[src/rtl/timer_scheduler.sv]
// Round-robin shared down-counter: one owner at a time, done pulse at zero.
// Optional abort input enabled by defining TIMER_SCHED_ABORT_EN.
module timer_scheduler #(
  parameter int NREQ     = 4,
  parameter int BITWIDTH = 8
) (
  input  logic                     clk,
  input  logic                     rst,
  input  logic [NREQ-1:0]          req,
  input  logic [NREQ*BITWIDTH-1:0] load_val,
`ifdef TIMER_SCHED_ABORT_EN
  input  logic                     abort,
`endif
  output logic [NREQ-1:0]          gnt,
  output logic                     busy,
  output logic [BITWIDTH-1:0]      cnt,
  output logic [NREQ-1:0]          done
);

  localparam int IW = (NREQ > 1) ? $clog2(NREQ) : 1;

  typedef enum logic [1:0] {
    S_IDLE,
    S_COUNT,
    S_DONE
  } state_t;

  state_t              r_state;
  state_t              w_state_nxt;
  logic [IW-1:0]       r_ptr;
  logic [IW-1:0]       w_ptr_nxt;
  logic [IW-1:0]       r_owner;
  logic [IW-1:0]       w_owner_nxt;
  logic [IW-1:0]       w_owner_inc;
  logic [IW-1:0]       w_win;
  logic [IW:0]         w_j;
  logic [NREQ-1:0]     r_gnt;
  logic [NREQ-1:0]     w_gnt_nxt;
  logic [NREQ-1:0]     r_done;
  logic [NREQ-1:0]     w_done_nxt;
  logic [BITWIDTH-1:0] r_cnt;
  logic [BITWIDTH-1:0] w_cnt_nxt;
  logic                r_busy;
  logic                w_abort;
  logic [BITWIDTH-1:0] w_lv [NREQ];

`ifdef TIMER_SCHED_ABORT_EN
  assign w_abort = abort;
`else
  assign w_abort = 1'b0;
`endif

  for (genvar g = 0; g < NREQ; g++) begin : g_lv
    assign w_lv[g] = load_val[g*BITWIDTH +: BITWIDTH];
  end

  // Descending scan so the requester closest to r_ptr is assigned last.
  always_comb begin
    w_win = r_ptr;
    w_j   = '0;
    for (int k = NREQ - 1; k >= 0; k--) begin
      w_j = {1'b0, r_ptr} + (IW+1)'(k);
      if (w_j >= (IW+1)'(NREQ)) begin
        w_j = w_j - (IW+1)'(NREQ);
      end
      if (req[w_j[IW-1:0]]) begin
        w_win = w_j[IW-1:0];
      end
    end
  end

  assign w_owner_inc = (r_owner == IW'(NREQ - 1)) ? '0
                     : r_owner + IW'(1);

  always_comb begin
    w_state_nxt = r_state;
    w_gnt_nxt   = r_gnt;
    w_done_nxt  = '0;
    w_cnt_nxt   = r_cnt;
    w_ptr_nxt   = r_ptr;
    w_owner_nxt = r_owner;
    unique case (r_state)
      S_IDLE: begin
        if (|req) begin
          w_owner_nxt = w_win;
          w_gnt_nxt   = NREQ'(1) << w_win;
          w_cnt_nxt   = w_lv[w_win];
          w_state_nxt = S_COUNT;
        end
      end
      S_COUNT: begin
        if (w_abort) begin
          w_gnt_nxt   = '0;
          w_ptr_nxt   = w_owner_inc;
          w_state_nxt = S_IDLE;
        end else if (r_cnt == '0) begin
          w_done_nxt  = r_gnt;
          w_state_nxt = S_DONE;
        end else begin
          w_cnt_nxt = r_cnt - BITWIDTH'(1);
        end
      end
      S_DONE: begin
        w_gnt_nxt   = '0;
        w_ptr_nxt   = w_owner_inc;
        w_state_nxt = S_IDLE;
      end
      default: begin
        w_gnt_nxt   = '0;
        w_state_nxt = S_IDLE;
      end
    endcase
  end

  always_ff @(posedge clk or posedge rst) begin
    if (rst) begin
      r_state <= S_IDLE;
      r_gnt   <= '0;
      r_done  <= '0;
      r_cnt   <= '1;
      r_ptr   <= '0;
      r_owner <= '0;
      r_busy  <= 1'b0;
    end else begin
      r_state <= w_state_nxt;
      r_gnt   <= w_gnt_nxt;
      r_done  <= w_done_nxt;
      r_cnt   <= w_cnt_nxt;
      r_ptr   <= w_ptr_nxt;
      r_owner <= w_owner_nxt;
      r_busy  <= (w_state_nxt != S_IDLE);
    end
  end

  assign gnt  = r_gnt;
  assign done = r_done;
  assign cnt  = r_cnt;
  assign busy = r_busy;

endmodule
[config.mk]
export PLATFORM = sky130hd
export DESIGN_NAME = timer_scheduler
export DESIGN_NICKNAME = d
export VERILOG_FILES = /design/src/rtl/timer_scheduler.sv
export SDC_FILE = /design/constraint.sdc
export NUM_CORES = 1
export LEC_CHECK = 0
export CAP_MARGIN = 15
export CORE_UTILIZATION = 40
export CTS_CLUSTER_SIZE = 8
export DETAILED_ROUTE_END_ITERATION = 7
export PLACE_DENSITY = 0.74
export SLEW_MARGIN = 20
export SYNTH_ARGS = -nofsm -noshare
export SYNTH_HDL_FRONTEND = slang
export SYNTH_SLANG_ARGS = --single-unit
[constraint.sdc]
create_clock -name clk -period 2.55 [get_ports clk]
set_clock_uncertainty 0.2 [all_clocks]
set_input_delay 0.51 -clock clk [delete_from_list [all_inputs] [get_ports clk]]
set_output_delay 0.51 -clock clk [all_outputs]
set_load 0.01 [all_outputs]
* Yosys cells after proc, flatten, opt, wreduce, memory -nomap -nowiden
Index checks and enable logic that the tools add are counted.
** Storage, ports and cells
- Register bits after elaboration :: 23
- Output and inout port bits :: 17
** Cells by class
- $add $sub $neg :: 9
- Magnitude comparators :: 9
- Equality and inequality tests :: 5
- Shift-type cells :: 1
- Multiplexer cells :: 30
- Bitwise operators :: 2
- Reduce and logical (&&, ||, !) cells :: 8
** Operator list (number)
- $mux W8 :: 4
- $mux W2 :: 11
- $bmux W8 S2 :: 1
- $pmux W8 S2 :: 1
- $ge A3 B3 Y1 const B :: 4
- $lt A2 B3 Y1 const B :: 4
- $mux W4 :: 3
- $bmux W1 S2 :: 4
- $logic_not A8 Y1 :: 1
- $pmux W4 S2 :: 1
- $sub A2 B1 Y2 const B :: 4
- $sub A8 B1 Y8 const B :: 1
- $add A2 B2 Y3 const B :: 2
- $eq A2 B2 Y1 const B :: 2
- $mux W1 :: 4
- $ne A2 B2 Y1 const B :: 2
- $pmux W2 S2 :: 1
- $reduce_and A2 Y1 :: 2
- $reduce_bool A2 Y1 :: 2
- $reduce_or A4 Y1 :: 1
- $shl A1 B2 Y4 const A :: 1
- $add A2 B1 Y3 const B :: 1
- $ge A2 B3 Y1 const B :: 1
- $not A2 Y3 :: 1
- other kinds (5) :: 5

* Longest topological paths before layout
- Word-level depth :: 15
- Gate-level depth with buffers :: 7

* Worst setup path before layout
OpenSTA, ideal clock, no wires.
- Path kind :: input port to flip-flop
- Start :: in req[0]
- End :: reg r_cnt[1] (netlist: cnt[1])
- Setup time :: 82 ps
- Arrival time :: 2083 ps
- Data required time :: 2268 ps
- Path slack :: 185 ps
- Stages :: 5
- Cell sequence :: nor2b_1 -> or4_4 -> nand2_8 -> mux4_2 -> a211o_1
** On the way
- Word-level cells in the longest chain between the ends :: 12
- Elaborated cells on any way between the ends :: 21
- Those cells by class :: eq/ne (1); mux (17); bitwise (1); reduce/logical (2)
** Ends and longest elaborated chain
- start: declaration :: line 9 : input logic [NREQ-1:0] req,
- $bmux W1 S2 :: line 66 : if (req[w_j[IW-1:0]]) begin
- $mux W1 (implied by the code) :: line 66
- $mux W2 (4 in series) :: line 66
- $not A2 Y3 (implied by the code) :: line 87 : w_cnt_nxt = w_lv[w_win];
- $bmux W8 S2 :: line 87
- $mux W8 (implied by the code) (2 in series) :: line 87
- $mux W8 :: line 84 : if (|req) begin
- $pmux W8 S2 :: line 82 : unique case (r_state)
- end signal: assignment :: line 128 : r_cnt <= w_cnt_nxt;
- end: declaration :: line 41 : logic [BITWIDTH-1:0] r_cnt;
Several ways; a longest one is shown, not always the timed one. The select of a mux whose other input is x is not followed.
A chain may end at the register's enable or synchronous reset.

* Worst setup path in the final report
Same ends and word-level chain as after synthesis.

==> results.toml <==
[critical_path]
crit_family = "simple AND/OR/NAND/NOR gates"
end_kind = "register"
startpoint_type = "input port"
reg2reg_depth = 8
path_buf_inv = 1
worst-path-max-fanout = 3
crit_required_ns = 2.62
critPathKind = "in2reg"
worstPathArrival_ns = 2.54
crit_chain = "clkdlybuf4s50_1, nor2b_1, or4_4, nand2_8, mux4_2, a211o_1"
slowest_delay_ns = 0.56
crit_cells = 6
cpMaxStageDelayCell = "or4_4"

[global_routing]
grt_pass1_wl_um = 6150
overflow = 0
first_global_vias = 1467
grt_usage_pct = 22.1
grt_antenna_before_repair = 0
grt_start_max_net_pins = 24

[finish]
drive_gt1_share_pct = 20.1
synthToLayoutAreaGrowth_pct = 56.0
final_cells = 275
nNetsFinal = 270
postLayoutCellArea_um2 = 2250
final_common_cell = "clkdlybuf4s50_1"
layout_common_cells = "clkdlybuf4s50_1, buf_4, dfrtp_1"
n_antenna_cell = 0

[logic_synthesis]
syn-num-nets = 188
synth_cells = 148
synth-seq-cells = 23
yosysSeqAreaShare_pct = 40.7
synth_flop_cell = "dfrtp_1"
synth_edf_count = 0
synth_cell_types = 45
yosys_warnings = 0
synthArstFlopShare_pct = 100
synth_area_um2 = 1440
syn_area_per_cell_um2 = 9.73

[status]
status = "complete, no violations"

[die]
io_pins = 55
die_w_um = 62
fp-row-count = 21
core_um2 = 3390
die_y_um = 62
start_util_pct = 42.5
die-area_um2 = 3840

[clock_network]
clock-sinks = 23
cts-buffers-inserted = 3
path_clk_slew_ns = 0.14
ctsHoldBuffers = 0
tritoncts = "built"
ctsResizeCount = 0
worstSkewPairLatency_ns = 0.33
cts.path.max_buffers = 2
htree_levels = 1
cts_setup_buffers = 0
root_buffer = "clkbuf_4"

[place]
placedCellCount = 271
routabilityCongestion = 0.884
place_area_um2 = 2220
dp_hpwl_um = 3220
port_buffers = 54

[worst_hold_path]
hold_class = "in2async"

[timing]
setup_viol = 0
finalMaxSlewViolations = 0
min_period_ns = 2.47
worst_pin_slew_ns = 0.532
rsz0062_at_grt = "no"
slew-limit-headroom_pct = 64.3
min_period_over_period_pct = 96.8
hold_viol = 0
clock.fmax_mhz = 405

[pwr]
p_leak_nw = 0.947
vdd_drop_max_mv = 0.557
power_density_nw_per_um2 = 927
power_w = 0.00208

[detailed_routing]
wl_met1_um = 1570
wl_per_cell_um = 14.3
vias = 1501
highest_layer = "met4"
first_pass_iters = 4
drc_errors = 0
drtIter0Drc = 37
vias_per_cell = 5.46
wl_met3_um = 250
routed_wl_um = 3930
postRouteAntennaNets = 0
wl_met2_um = 2000

[job]
cap_violations = 0
sequential cells by signal, summed over array words and instances, names as in the netlist:
signal,cells
gnt,4
r_state,2
done,4
r_owner,2
busy,1
r_ptr,2
cnt,8
cells in the mapped netlist, types with 5 or more instances:
cell	count	area share, %
dfrtp_1	15	26
nand2_1	14	3.6
mux2i_1	9	6.3
nor3_1	9	3.1
dfstp_2	8	15
nor2_1	7	1.8
o21ai_0	7	2.4
nand2b_1	5	2.2
per-layer routing:
layer | global-route usage, % | vias up
li1 | - | 720
met1 | 24.8 | 701
met4 | 8.89 | 0
met2 | 39.4 | 65
met3 | 6.00 | 15
met5 | 0 | -
cells by family after synthesis:
logic type	count (synthesis)	synth area share, %
AOI/OAI and AO/OA	43	21.4
adders and majority gates	2	1.74
buffers and inverters	8	2.69
DFF	23	40.7
muxes	13	10.2
and+or+nand+nor	59	23.4
layout make-up:
cell class              count  area, µm²
well taps                  46       57.6
multi-input cells         117        816
clock buffers               3       22.5
clock inverters             1       7.51
fillers                   257       1140
repair buffers             81        743
inverters                   4       15.0
flip-flops and latches     23        586
worst min-delay path, delay by kind of cell:
| kind | cells | cell delay, ns |
|---|---|---|
| buf+inv | 3 | 0.72 |
worst paths after layout:
kind | startpoint | endpoint | slack [ns]
setup / recovery | req[0] | cnt[1]$_DFFE_PP1P_ | 0.08
hold / removal | rst | busy$_DFF_PP0_ | 0.30
setup reg to reg | cnt[1]$_DFFE_PP1P_ | cnt[1]$_DFFE_PP1P_ | 0.35
hold reg to reg | r_owner[1]$_DFFE_PP0P_ | r_owner[1]$_DFFE_PP0P_ | 0.30
max in group asynchronous | rst | cnt[5]$_DFFE_PP1P_ | 1.57
min in group clk | r_owner[1]$_DFFE_PP0P_ | r_owner[1]$_DFFE_PP0P_ | 0.30
through the flow:
stage / setup slack, ns / hold slack, ns / TNS, ns / utilization [%]
after floorplan: 0.185 / 0.250 / 0 / -
after global placement: -0.242 / 0.270 / -1.23 / 65.4
after detailed placement: -0.279 / 0.279 / -1.56 / 65.4
after CTS: 0.0749 / 0.310 / 0 / 66.3
after global routing: 0.0336 / 0.330 / 0 / 66.3
final: 0.0826 / 0.301 / 0 / 66.3
report_power, final:
part	total, W	internal (W)	leakage (nW)	switching, W
sequential	0.000697	0.000553	0.280	0.000144
clock	0.000180	0.0000601	0.0139	0.000120
combinational	0.00121	0.000646	0.653	0.000561
Note: power is estimated with default switching activity, not from simulation.
